--- src/rtl/matmul_pkg.sv ---
// Shared types and helpers for the matrix-multiply datapath.
// FSM state enum, default sizes and a safe clog2.
package matmul_pkg;

  typedef enum logic [1:0] {
    FD_IDLE,
    FD_LOAD,
    FD_FEED
  } fd_state_e;

  localparam int MM_N      = 4;
  localparam int MM_DATA_W = 8;

  function automatic int clog2s(input int x);
    return (x <= 2) ? 1 : $clog2(x);
  endfunction

endpackage

--- src/rtl/tile_buf.sv ---
// N x N operand tile storage: one write port, N lane read ports.
// Contents are deliberately not reset.
module tile_buf
  import matmul_pkg::*;
#(
  parameter int N      = MM_N,
  parameter int DATA_W = MM_DATA_W,
  parameter int IDX_W  = clog2s(N)
) (
  input  logic                          clk,
  input  logic                          i_we,
  input  logic [IDX_W-1:0]              i_wr_row,
  input  logic [IDX_W-1:0]              i_wr_col,
  input  logic [DATA_W-1:0]             i_wr_data,
  input  logic [N-1:0][IDX_W-1:0]       i_rd_row,
  input  logic [N-1:0][IDX_W-1:0]       i_rd_col,
  output logic [N-1:0][DATA_W-1:0]      o_rd_data
);

  logic [DATA_W-1:0] r_mem [N][N];

  // single synchronous write port
  always_ff @(posedge clk) begin
    if (i_we) r_mem[i_wr_row][i_wr_col] <= i_wr_data;
  end

  // one combinational read per lane
  always_comb begin
    for (int l = 0; l < N; l++)
      o_rd_data[l] = r_mem[i_rd_row[l]][i_rd_col[l]];
  end

endmodule

--- src/rtl/systolic_skew_feeder.sv ---
// Captures an N x N tile in row-major order, then replays it skewed.
// Define SKEW_FEEDER_TRANSPOSE_EN for a column-major (B operand) feed.
module systolic_skew_feeder
  import matmul_pkg::*;
#(
  parameter int N      = MM_N,
  parameter int DATA_W = MM_DATA_W,
  parameter int IDX_W  = clog2s(N)
) (
  input  logic                clk,
  input  logic                rst_n,
  input  logic                in_valid,
  input  logic [DATA_W-1:0]   in_data,
  input  logic [IDX_W-1:0]    pixel_cntr,
  input  logic [IDX_W-1:0]    slice_cntr,
  output logic                in_ready,
  output logic                row_cnt_en,
  input  logic                feed_en,
  output logic [N-1:0]        out_valid,
  output logic [N*DATA_W-1:0] out_data,
  output logic                done,
  output logic                seq_err
);

  localparam int TW = clog2s(2*N-1);
  localparam logic [IDX_W-1:0] LAST = IDX_W'(N-1);
  localparam logic [TW-1:0] T_LAST = TW'(2*N-2);
  localparam logic signed [TW:0] D_MAX = (TW+1)'(N-1);

  fd_state_e           r_state;
  logic [IDX_W-1:0]    r_exp_row;
  logic [IDX_W-1:0]    r_exp_col;
  logic [TW-1:0]       r_t;
  logic [N-1:0]        r_out_valid;
  logic [N*DATA_W-1:0] r_out_data;
  logic                r_done;
  logic                r_seq_err;

  logic                       w_first;
  logic                       w_idx_ok;
  logic                       w_we;
  logic signed [TW:0]         w_d [N];
  logic [N-1:0]               w_win;
  logic [N-1:0][IDX_W-1:0]    w_rd_row;
  logic [N-1:0][IDX_W-1:0]    w_rd_col;
  logic [N-1:0][DATA_W-1:0]   w_rd_data;
  logic [N*DATA_W-1:0]        w_step;

  assign in_ready   = (r_state != FD_FEED);
  assign row_cnt_en = in_ready;
  assign out_valid  = r_out_valid;
  assign out_data   = r_out_data;
  assign done       = r_done;
  assign seq_err    = r_seq_err;

  assign w_first  = (slice_cntr == '0) && (pixel_cntr == '0);
  assign w_idx_ok = (slice_cntr == r_exp_row) &&
                    (pixel_cntr == r_exp_col);
  assign w_we = in_valid &&
                (((r_state == FD_IDLE) && w_first) ||
                 ((r_state == FD_LOAD) && w_idx_ok));

  tile_buf #(
    .N      (N),
    .DATA_W (DATA_W),
    .IDX_W  (IDX_W)
  ) u_buf (
    .clk       (clk),
    .i_we      (w_we),
    .i_wr_row  (slice_cntr),
    .i_wr_col  (pixel_cntr),
    .i_wr_data (in_data),
    .i_rd_row  (w_rd_row),
    .i_rd_col  (w_rd_col),
    .o_rd_data (w_rd_data)
  );

  // skewed lane addressing and zero-fill for the current step
  always_comb begin
    w_win  = '0;
    w_step = '0;
    for (int r = 0; r < N; r++) begin
      w_d[r] = $signed({1'b0, r_t}) - $signed((TW+1)'(r));
      w_win[r] = !w_d[r][TW] && (w_d[r] <= D_MAX);
`ifdef SKEW_FEEDER_TRANSPOSE_EN
      w_rd_row[r] = w_win[r] ? w_d[r][IDX_W-1:0] : '0;
      w_rd_col[r] = IDX_W'(r);
`else
      w_rd_row[r] = IDX_W'(r);
      w_rd_col[r] = w_win[r] ? w_d[r][IDX_W-1:0] : '0;
`endif
      w_step[r*DATA_W +: DATA_W] =
        w_win[r] ? w_rd_data[r] : '0;
    end
  end

  // load/feed sequencing with registered outputs
  always_ff @(posedge clk or negedge rst_n) begin
    if (!rst_n) begin
      r_state     <= FD_IDLE;
      r_exp_row   <= '0;
      r_exp_col   <= '0;
      r_t         <= '0;
      r_out_valid <= '0;
      r_out_data  <= '0;
      r_done      <= 1'b0;
      r_seq_err   <= 1'b0;
    end else begin
      r_done      <= 1'b0;
      r_seq_err   <= 1'b0;
      r_out_valid <= '0;
      unique case (r_state)
        FD_IDLE: begin
          if (in_valid && w_first) begin
            r_state   <= FD_LOAD;
            r_exp_row <= '0;
            r_exp_col <= IDX_W'(1);
          end
        end
        FD_LOAD: begin
          if (in_valid) begin
            if (!w_idx_ok) begin
              r_seq_err <= 1'b1;
              r_state   <= FD_IDLE;
            end else if (r_exp_row == LAST &&
                         r_exp_col == LAST) begin
              r_state <= FD_FEED;
              r_t     <= '0;
            end else if (r_exp_col == LAST) begin
              r_exp_col <= '0;
              r_exp_row <= r_exp_row + IDX_W'(1);
            end else begin
              r_exp_col <= r_exp_col + IDX_W'(1);
            end
          end
        end
        FD_FEED: begin
          if (feed_en) begin
            r_out_valid <= w_win;
            r_out_data  <= w_step;
            if (r_t == T_LAST) begin
              r_done  <= 1'b1;
              r_state <= FD_IDLE;
              r_t     <= '0;
            end else begin
              r_t <= r_t + TW'(1);
            end
          end
        end
        default: r_state <= FD_IDLE;
      endcase
    end
  end

endmodule

--- config.mk ---
export PLATFORM = sky130hd
export DESIGN_NAME = systolic_skew_feeder
export DESIGN_NICKNAME = d
export VERILOG_FILES = /design/src/rtl/matmul_pkg.sv /design/src/rtl/tile_buf.sv /design/src/rtl/systolic_skew_feeder.sv
export SDC_FILE = /design/constraint.sdc
export NUM_CORES = 1
export LEC_CHECK = 0
export BUFFER_PORTS_ARGS = -buffer_cell sky130_fd_sc_hd__buf_2
export CORE_ASPECT_RATIO = 1.25
export CORE_MARGIN = 2
export CORE_UTILIZATION = 50
export DETAILED_ROUTE_END_ITERATION = 7
export PLACE_DENSITY_LB_ADDON = 0.1
export SLEW_MARGIN = 0
export SYNTH_ARGS = -nofsm -noshare
export SYNTH_HDL_FRONTEND = slang
export SYNTH_SLANG_ARGS = --single-unit
--- constraint.sdc ---
create_clock -name clk -period 4.98 [get_ports clk]
set_input_delay 1.494 -clock clk [delete_from_list [all_inputs] [get_ports clk]]
set_output_delay 1.494 -clock clk [all_outputs]
set_load 0.01 [all_outputs]
=== Word-level counts from Yosys, hierarchy flattened ===
Memory sizes are Yosys's and may differ from the RTL's.
Cells that the tools add are included.

* Register bits: 47
* RAM bits: 128
* Output and inout bits: 40
* Memories kept: 1

* $add $sub $neg: 6
* $lt $le $gt $ge: 10
* Equality and inequality tests: 17
* Mux-type cells: 56
* Bitwise logic cells: 5
* Reductions and logical operators: 25

{| class="wikitable"
|+ Memories
! memory !! depth !! bits a word !! read ports !! clocked after memory_dff !! wr ports !! line !! text
|-
| u_buf.r_mem || 4 || 32 || 4 || 0 || 1 || tile_buf.sv:20 || <nowiki>logic [DATA_W-1:0] r_mem [N][N];</nowiki>
|}

{| class="wikitable"
|+ Operator list
! operator !! count
|-
| $mux W8 || 13
|-
| $bmux W8 S2 || 4
|-
| $mux W2 || 19
|-
| $mux W32 || 1
|-
| $demux W8 S2 || 1
|-
| $ge A3 B3 Y1 const B || 5
|-
| $mux W3 || 5
|-
| $not A2 Y3 || 5
|-
| $reduce_and A5 Y1 || 3
|-
| $le A4 B3 Y1 const B || 3
|-
| $ne A2 B2 Y1 const B || 6
|-
| $logic_and A1 B1 Y1 || 11
|-
| $mux W4 || 2
|-
| $pmux W2 S2 || 2
|-
| $sub A3 B2 Y4 const B || 2
|-
| $mux W1 || 7
|-
| $eq A2 B2 Y1 const B || 3
|-
| $logic_not A2 Y1 || 3
|-
| $ne A2 B1 Y1 const B || 3
|-
| $pmux W2 S3 || 1
|-
| $pmux W3 S2 || 1
|-
| $reduce_and A6 Y1 || 1
|-
| $add A2 B1 Y2 const B || 2
|-
| $eq A2 B2 Y1 || 2
|-
| other kinds (11) || 14
|}

=== Longest topological paths before layout ===
Gate-level depths: netlist of run 1.

* Depth in word-level cells: 9
* Gate-level depth with buffers: 10
* Mapped depth without buffers: 7

=== Modules after synthesis ===
Synthesis of run 1 repeated with hierarchy kept, for this count alone.

* Cells, all modules: 635
* Area, all modules: 10187.3 sq um

{| class="wikitable"
|+ By module, submodules not included
! module !! instances !! cells each !! area each (sq um) !! seq. area each (sq um)
|-
| tile_buf || 1 || 431 || 8044.0 || 3843.7
|-
| systolic_skew_feeder || 1 || 204 || 2143.3 || 1176.1
|}

=== Worst setup path after synthesis of run 1 ===
No wires, ideal clock.

* Kind: input -> register
* Start: in slice_cntr[1]
* End: mem u_buf.r_mem[2][0] in the netlist's numbering (enable)
* Data arrival time: 2788 ps
* Data required time: 4610 ps
* Setup slack: 1822 ps
* Cell stages on the path: 5
* Cell sequence: xor2_1 nor4_2 buf_6 nand4b_1 nor2_1

* Longest elaborated chain between the ends: 7
* Elaborated cells on any way between the ends: 10
* Classes of those cells: eq/ne (1); mux (2); reduce/logical (7)

{| class="wikitable"
|+ RTL lines
! element !! line !! text
|-
| start: declaration || systolic_skew_feeder.sv:15 || <nowiki>input logic [IDX_W-1:0] slice_cntr,</nowiki>
|-
| $eq A2 B2 Y1 / $logic_not A2 Y1 (equally long branches) || systolic_skew_feeder.sv:57, systolic_skew_feeder.sv:56 ||
|-
| $logic_and A1 B1 Y1, on equally long branches || systolic_skew_feeder.sv:57, systolic_skew_feeder.sv:56 ||
|-
| $logic_and A1 B1 Y1, on equally long branches || systolic_skew_feeder.sv:61, systolic_skew_feeder.sv:60 ||
|-
| $logic_or A1 B1 Y1 || systolic_skew_feeder.sv:60 || <nowiki>(((r_state == FD_IDLE) && w_first) ||</nowiki>
|-
| $logic_and A1 B1 Y1 || systolic_skew_feeder.sv:59 || <nowiki>assign w_we = in_valid &&</nowiki>
|-
| $mux W1 || tile_buf.sv:24 || <nowiki>if (i_we) r_mem[i_wr_row][i_wr_col] <= i_wr_data;</nowiki>
|-
| $mux W32 (implied by the code) || tile_buf.sv:24 ||
|-
| end: declaration || tile_buf.sv:20 ||
|}

Parallel ways exist; a longest one is shown, timed or not.

=== Worst setup path in the final report of run 1 ===
* Start: in in_valid
* End: mem u_buf.r_mem[0][31] in the netlist's numbering (enable)

* Longest elaborated chain between the ends: 3

{| class="wikitable"
|+ RTL lines
! element !! line !! text
|-
| start: declaration || systolic_skew_feeder.sv:12 || <nowiki>input logic in_valid,</nowiki>
|-
| $logic_and A1 B1 Y1 || systolic_skew_feeder.sv:59 ||
|-
| $mux W1 || tile_buf.sv:24 ||
|-
| $mux W32 (implied by the code) || tile_buf.sv:24 ||
|}

No other way between the ends.

==> results of run 1 <==
## flip-flops by register name, indices dropped and copies added, names as in the netlist
register     flops
u_buf.r_mem    128
out_data        32
out_valid        4
r_t              3
r_exp_col        2
r_exp_row        2
r_state          2
done             1
seq_err          1
## cells in the mapped netlist
cell / number
edfxtp_1: 128
dfrtp_1: 47
mux2i_1: 33
nand2_1: 24
nor2_1: 22
a22o_1: 16
mux4_2: 14
ha_1: 11
o211ai_1: 10
inv_1: 9
or3_1: 9
o221ai_1: 8
clkbuf_1: 6
nand3_1: 6
a21oi_1: 5
buf_4: 5
nand3b_1: 5
xor2_1: 5
buf_6: 4
o21ai_0: 4
nand2_2: 3
nand4b_1: 3
nor2b_1: 3
nor3_1: 3
and3_1: 2
buf_2: 2
mux4_1: 2
nand2b_1: 2
nand4_1: 2
o2bb2ai_1: 2
a211o_1: 1
a21o_1: 1
a311oi_1: 1
a31oi_1: 1
a32o_1: 1
a32oi_1: 1
and3_2: 1
buf_1: 1
nor3b_1: 1
nor4_2: 1
or3b_1: 1
## layout make-up
| class | instances | area (um^2) | area share |
|---|---|---|---|
| tap | 175 | 219 | 0.0277 |
| multi-input combinational | 204 | 1730 | 0.219 |
| clock buffer | 19 | 443 | 0.0560 |
| inverter | 9 | 33.8 | 0.00427 |
| clock inverter | 13 | 153 | 0.0193 |
| sequential | 175 | 5020 | 0.635 |
| timing repair buffer | 59 | 305 | 0.0386 |
## worst max-delay path: cells and delay by family
kind	cells	cell delay, ns
simple gates	3	1.55
buf+inv	1	0.17
## metal layers
layer | share of wire | up-vias
li1 | - | 1701
met1 | 0.42 | 1890
met2 | 0.52 | 112
met3 | 0.049 | 13
met4 | 0.013 | 0
met5 | 0 | -
## logic make-up after synthesis
logic type | count (synthesis) | synth area share
AOI/OAI and AO/OA | 51 | 0.0577
and+or+nand+nor | 88 | 0.0651
xor gates and xnor gates | 5 | 0.00635
buffers and inverters | 27 | 0.0221
muxes | 49 | 0.101
adders and majority gates | 11 | 0.0199
DFF | 175 | 0.728
## per-stage QoR
| step | cell area (um^2) | hold slack (ns) | total power [mW] | setup slack, ns |
|---|---|---|---|---|
| after floorplan | 6900 | 0.469 | 1.83 | 1.82 |
| after global placement | 7310 | 0.473 | 1.91 | 1.36 |
| after detailed placement | 7310 | 0.476 | 1.91 | 1.40 |
| after CTS | 7910 | 0.493 | 3.22 | 1.86 |
| after global routing | 7910 | 0.511 | 3.31 | 1.70 |
| final | 7910 | 0.486 | 3.20 | 1.80 |
## power breakdown
part	internal [mW]	total (mW)	switching [mW]
logic	0.0967	0.245	0.148
clock network	0.763	1.32	0.559
registers	1.59	1.64	0.0414
total	2.45	3.20	0.748
## final timing paths
path | to | startpoint
setup / recovery | u_buf.r_mem[0][31] | in_valid
hold / removal | out_data[26] | out_data[26]
setup reg to reg | out_data[28] | r_t[0]
hold reg to reg | out_data[26] | out_data[26]
max in group asynchronous | r_exp_row[0] | rst_n
min in group asynchronous | out_valid[0] | rst_n
==> results.md, run 1 <==
- Starting Density: 0.506
- Rel. slew slack: 0.455
- Outcome: complete, no violations
- Synth Cell Area: 0.00690 mm^2
- DIE WIDTH: 109 um
- Pins over their slew limit: 0
- Post-Layout Cell Count: 654
- I/O Pins: 56
- All-Layer GR Usage: 0.206
- Area leader, netlist: edfxtp_1
- Final setup vio count: 0
- DRC viols: 0
- Dpl cells: 622
- HP Class: register to register
- DRT Pass-1 Iters: 5
- Slowest CP cell: nor2b_1
- Hold path depth: 2
- CTS resizes: 0
- Worst path max stage delay: 0.71 ns
- RSZ-0062 raised after global routing: false
- First-pass GRT wire length: 21600 um
- Fin Setup TNS: 0 ns
- Initial antenna violation count: 0
- Setup bufs post-CTS: 0
- Dpl hpwl: 9070 um
- Avg Vias per Cell: 5.68
- GPL Wtd Cong: 0.846
- CTS Buf Count: 17
- Seq/Total Area, Yosys: 0.728
- Fill count: 1034
- Max cap viols: 0
- H-tree Lvls: 4
- Die area: 0.0148 mm^2
- Final period util: 0.638
- Clk_skew: 0.0127 ns
- Commonest non-fill, non-tap cells in the layout: 128 x edfxtp_1, 55 x buf_2, 47 x dfrtp_1
- Most common cell after layout, fill and taps aside: edfxtp_1
- CP Cell Sequence: buf_2, or3b_1, nor3_1, nor2b_1
- Vias: 3716
- Final hold viol count: 0
- Area contributors post-synth: edfxtp_1 56%, dfrtp_1 17%, mux2i_1 4.8%, mux4_2 4.6%, a22o_1 2.0%
- Layout Area Growth over Synthesis: 14.6%
- Worst vdd ir: 0.252 mV
- Critical Path RT: 5.02 ns
- Power Dens Cells: 405 mW/mm^2
- WP data arrival: 3.22 ns
- Crit Path Class: input port to register
- Vias in the first global route: 3726
- CTS root buf: clkbuf_16
- Later-pin clock latency in the skew report: 0.42 ns
- Number of synthesis warnings: 0
- #FFs+latches synth: 175
- Register-to-Register Path Depth: 6
- Max FO, Critical Path: 9
- CP Launch Type: input port
- Synth unique cells: 41
- Busiest layer in global routing: met2
- CTS Sinks: 175
- Cts hold-fix bufs: 0
- Placement Rows: 48
- Final antenna-violating net count: 0
- Avg WL per Cell: 21.5 um
- Yosys top cell area share: 0.557
- Core footprint: 0.0136 mm^2
- Util after Layout: 0.580
- M3 GR Usage: 0.0438
- CTS tree: yes
- Met2 usage: 0.339
- Synthesized netlist cell count: 406
- Vert. Die Dim: 135 um
- # port buffers: 55
- GR Util met1: 0.275
- Setup crit end kind: register
- Syn_nets: 433
- Largest net degree at the start of global routing: 48
- 1st-iter DRT viols: 235
- Detailed Route WL: 14100 um
- Clock-pin slew on the worst setup and hold paths: 0.06 ns
- Reg-to-reg slack, setup: 2.26 ns
- Global route overflow: 0
- Share of cells above drive strength 1: 0.230
- Syn avg cell area: 17.0 um^2
- Max frequency: 315 MHz
- Max Root-Sink Buffers: 2
- Leakage: 2.97 nW
- Tmin final: 3.18 ns
- Worst-margin pin slew: 0.818 ns
- Nets: 493
- Ant. Diodes: 0
(Power assumes the default switching activity.)
==> inputs of run 2 (changes only) <==
--- a/config.mk
+++ b/config.mk
@@ -5,6 +5,7 @@
 export SDC_FILE = /design/constraint.sdc
 export NUM_CORES = 1
 export LEC_CHECK = 0
+export ABC_AREA = 1
 export BUFFER_PORTS_ARGS = -buffer_cell sky130_fd_sc_hd__buf_2
 export CORE_ASPECT_RATIO = 1.25
 export CORE_MARGIN = 2
==> constraint.sdc (replaced) <==
create_clock -name clk -period 2.6 [get_ports clk]
set_input_delay 0.78 -clock clk [delete_from_list [all_inputs] [get_ports clk]]
set_output_delay 0.78 -clock clk [all_outputs]
set_load 0.01 [all_outputs]
==> results.md, run 2 <==
- Xor and xnor fraction of the mapped netlist area: 0
- Starting Density: 0.509
- Delay-heaviest family, CP: flip-flops
- Finished Cell Area: 0.00843 mm^2
- RSZ-0062 raised after global routing: false
- Seq/Total Area, Yosys: 0.690
- #FFs+latches synth: 175
- Outcome: complete, no violations
- CTS root buf: clkbuf_16
- Detailed Route WL: 16400 um
- 1st-iter DRT viols: 426
- Yosys top cell area share: 0.529
- Synth unique cells: 32
- Clock-pin slew on the worst setup and hold paths: 0.07 ns
- Setup bufs post-CTS: 0
- I/O Pins: 56
- Reg-to-reg slack, setup: 0.52 ns
- Vias: 4938
- CP startpoint: r_state[1]
- CP Cell Sequence: inv_2, nor2_2, inv_1, buf_2
- All-Layer GR Usage: 0.218
- Area leader, netlist: edfxtp_1
- Synth Cell Area: 0.00727 mm^2
- Layout Area Growth over Synthesis: 16.0%
- Final hold viol count: 0
- Leakage: 3.53 nW
- Number of synthesis warnings: 0
- Fill count: 1184
- First-pass GRT wire length: 25600 um
- Avg Vias per Cell: 5.45
- Most common cell after layout, fill and taps aside: nand2_1
- Syn avg cell area: 11.5 um^2
- CTS Buf Count: 17
- Core footprint: 0.0143 mm^2
- Max Root-Sink Buffers: 2
- Area contributors post-synth: edfxtp_1 53%, dfrtp_1 16%, nand2_1 8.9%, nor2_1 3.3%, nand3_1 2.5%
- Later-pin clock latency in the skew report: 0.42 ns
- Max cap viols: 0
- Nets: 742
- FF-to-FF Start: r_t[0]
- Post-synthesis mux area share: 0
- Final antenna-violating net count: 0
- Top-count cell post-synth: nand2_1
- Setup crit end kind: output pin
- Worst path max stage delay: 0.46 ns
- Pins over their slew limit: 0
- CP Launch Type: register
- FF+latch area: 0.00502 mm^2
- Global route overflow: 0
- WP data arrival: 1.43 ns
- Crit Path Class: register to output pin
- DRT Pass-1 Iters: 5
- Post-Synth Simple-Gate Area: 0.189
- GPL Wtd Cong: 0.901
- Initial antenna violation count: 0
- Ant. Diodes: 0
- Post-Place Cell Area: 0.00787 mm^2
- Largest net degree at the start of global routing: 25
- Worst vdd ir: 0.547 mV
- Commonest cells post-synth: 172 x nand2_1, 128 x edfxtp_1, 63 x nor2_1
- Share of cells above drive strength 1: 0.192
- Rel. slew slack: 0.695
- # port buffers: 55
- HP Class: input port to async pin
- Post-synthesis async set-or-reset flop share: 0.269
- Power Dens Cells: 997 mW/mm^2
- Final period util: 0.848
- Final setup vio count: 0
- Critical Path RT: 1.82 ns
- Dpl hpwl: 11200 um
- Commonest non-fill, non-tap cells in the layout: 172 x nand2_1, 128 x edfxtp_1, 63 x nor2_1
- CTS Sinks: 175
- Largest family of logic cells by synthesized area: simple AND/OR/NAND/NOR gates
- Synthesized netlist cell count: 633
- Die area: 0.0155 mm^2
- DIE WIDTH: 112 um
- CP bufs+invs: 3
- Tmin final: 2.21 ns
- Avg WL per Cell: 18.1 um
- Synth Area in Compound Gates: 0.0702
- Multi-input logic area: 0.00202 mm^2
- Clk_skew: 0.0104 ns
- Vert. Die Dim: 139 um
- Placement Rows: 49
- Syn_nets: 660
- Max frequency: 453 MHz
- Max FO, Critical Path: 4
- Cts hold-fix bufs: 0
- Slowest CP cell: dfrtp_1
- Synth Area in Adders: 0.0189
- Fin Setup TNS: 0 ns
- DRC viols: 0
- EDFF count, synth: 128
- Max reg flops: 128
- Post-synth top flop: edfxtp_1
- Vias in the first global route: 4794
- CTS resizes: 0
- Register with the most flip-flops: u_buf.r_mem
- CTS tree: yes
- Worst-margin pin slew: 0.457 ns
- H-tree Lvls: 4
==> run 2: cell count changes in the layout (fill, tap and decap cells not counted), moves of 13 or more <==
cell	before	now
mux2i_1	33	0
o21ai_1	0	20
a22o_1	16	0
o22ai_1	0	13
nand3_1	6	37
nand2_1	24	172
o21bai_1	0	16
inv_1	9	23
nor2_1	22	63
mux4_2	14	0
buf_4	4	29
o21ai_0	4	26
==> run 2: stage by stage <==
stage          hold WS, ns  worst slack (ns)   util  std cells  power, mW
2_1_floorplan        0.484             0.317      -        633       5.29
3_3_place_gp         0.459             0.206  0.551        874       6.01
3_5_place_dp         0.464             0.169  0.551        874       6.04
4_1_cts              0.285             0.373  0.590        906       8.46
5_1_grt              0.312             0.279  0.590        906       8.89
6_report             0.282             0.394  0.590        906       8.41
==> run 2: power breakdown <==
group	switching, mW	internal, mW	total [mW]
Clock	1.01	1.40	2.41
Sequential	0.172	3.28	3.45
Combinational	1.73	0.827	2.55
==> run 2: path summary, 6_finish.rpt <==
path / to / depth (start not counted)
hold / removal: out_data[12] / 1
min in group clk: out_data[7] / 2
setup / recovery: in_ready / 4
hold reg to reg: out_data[7] / 2
max in group asynchronous: out_data[22] / 2
setup reg to reg: out_data[9] / 9
==> run 2: cell families after synthesis <==
family / count (synthesis)
buffers and inverters: 50
adder cells (fa/ha/maj): 11
AND/OR/NAND/NOR: 312
flip-flops: 175
AO/OA/AOI/OAI: 85
==> run 2: worst register-to-register path, stage by stage (launching register included) <==
cell and delay, ns:
dfrtp_1 0.46, inv_2 0.38, ha_1 0.25, nand2_1 0.05, nand2_1 0.11, nand3_2 0.26, o21bai_1 0.25, nand2_1 0.07
nand3_1 0.08, nand2_1 0.06
==> run 2: layer usage <==
metal  wire length [um]  GRT usage  up-vias
met3                706     0.0328       32
met5                  0          0        -
met1               6920      0.279     2377
met2               8350      0.369      173
li1                   -          -     2356
met4                391     0.0981        0
==> run 2: cell type report <==
type | instances | share of cell area
clock buffers | 24 | 0.0571
clock inverters | 8 | 0.0101
inverters | 29 | 0.0129
multi-input cells | 408 | 0.240
flip-flops and latches | 175 | 0.595
well taps | 178 | 0.0264
repair buffers | 84 | 0.0585
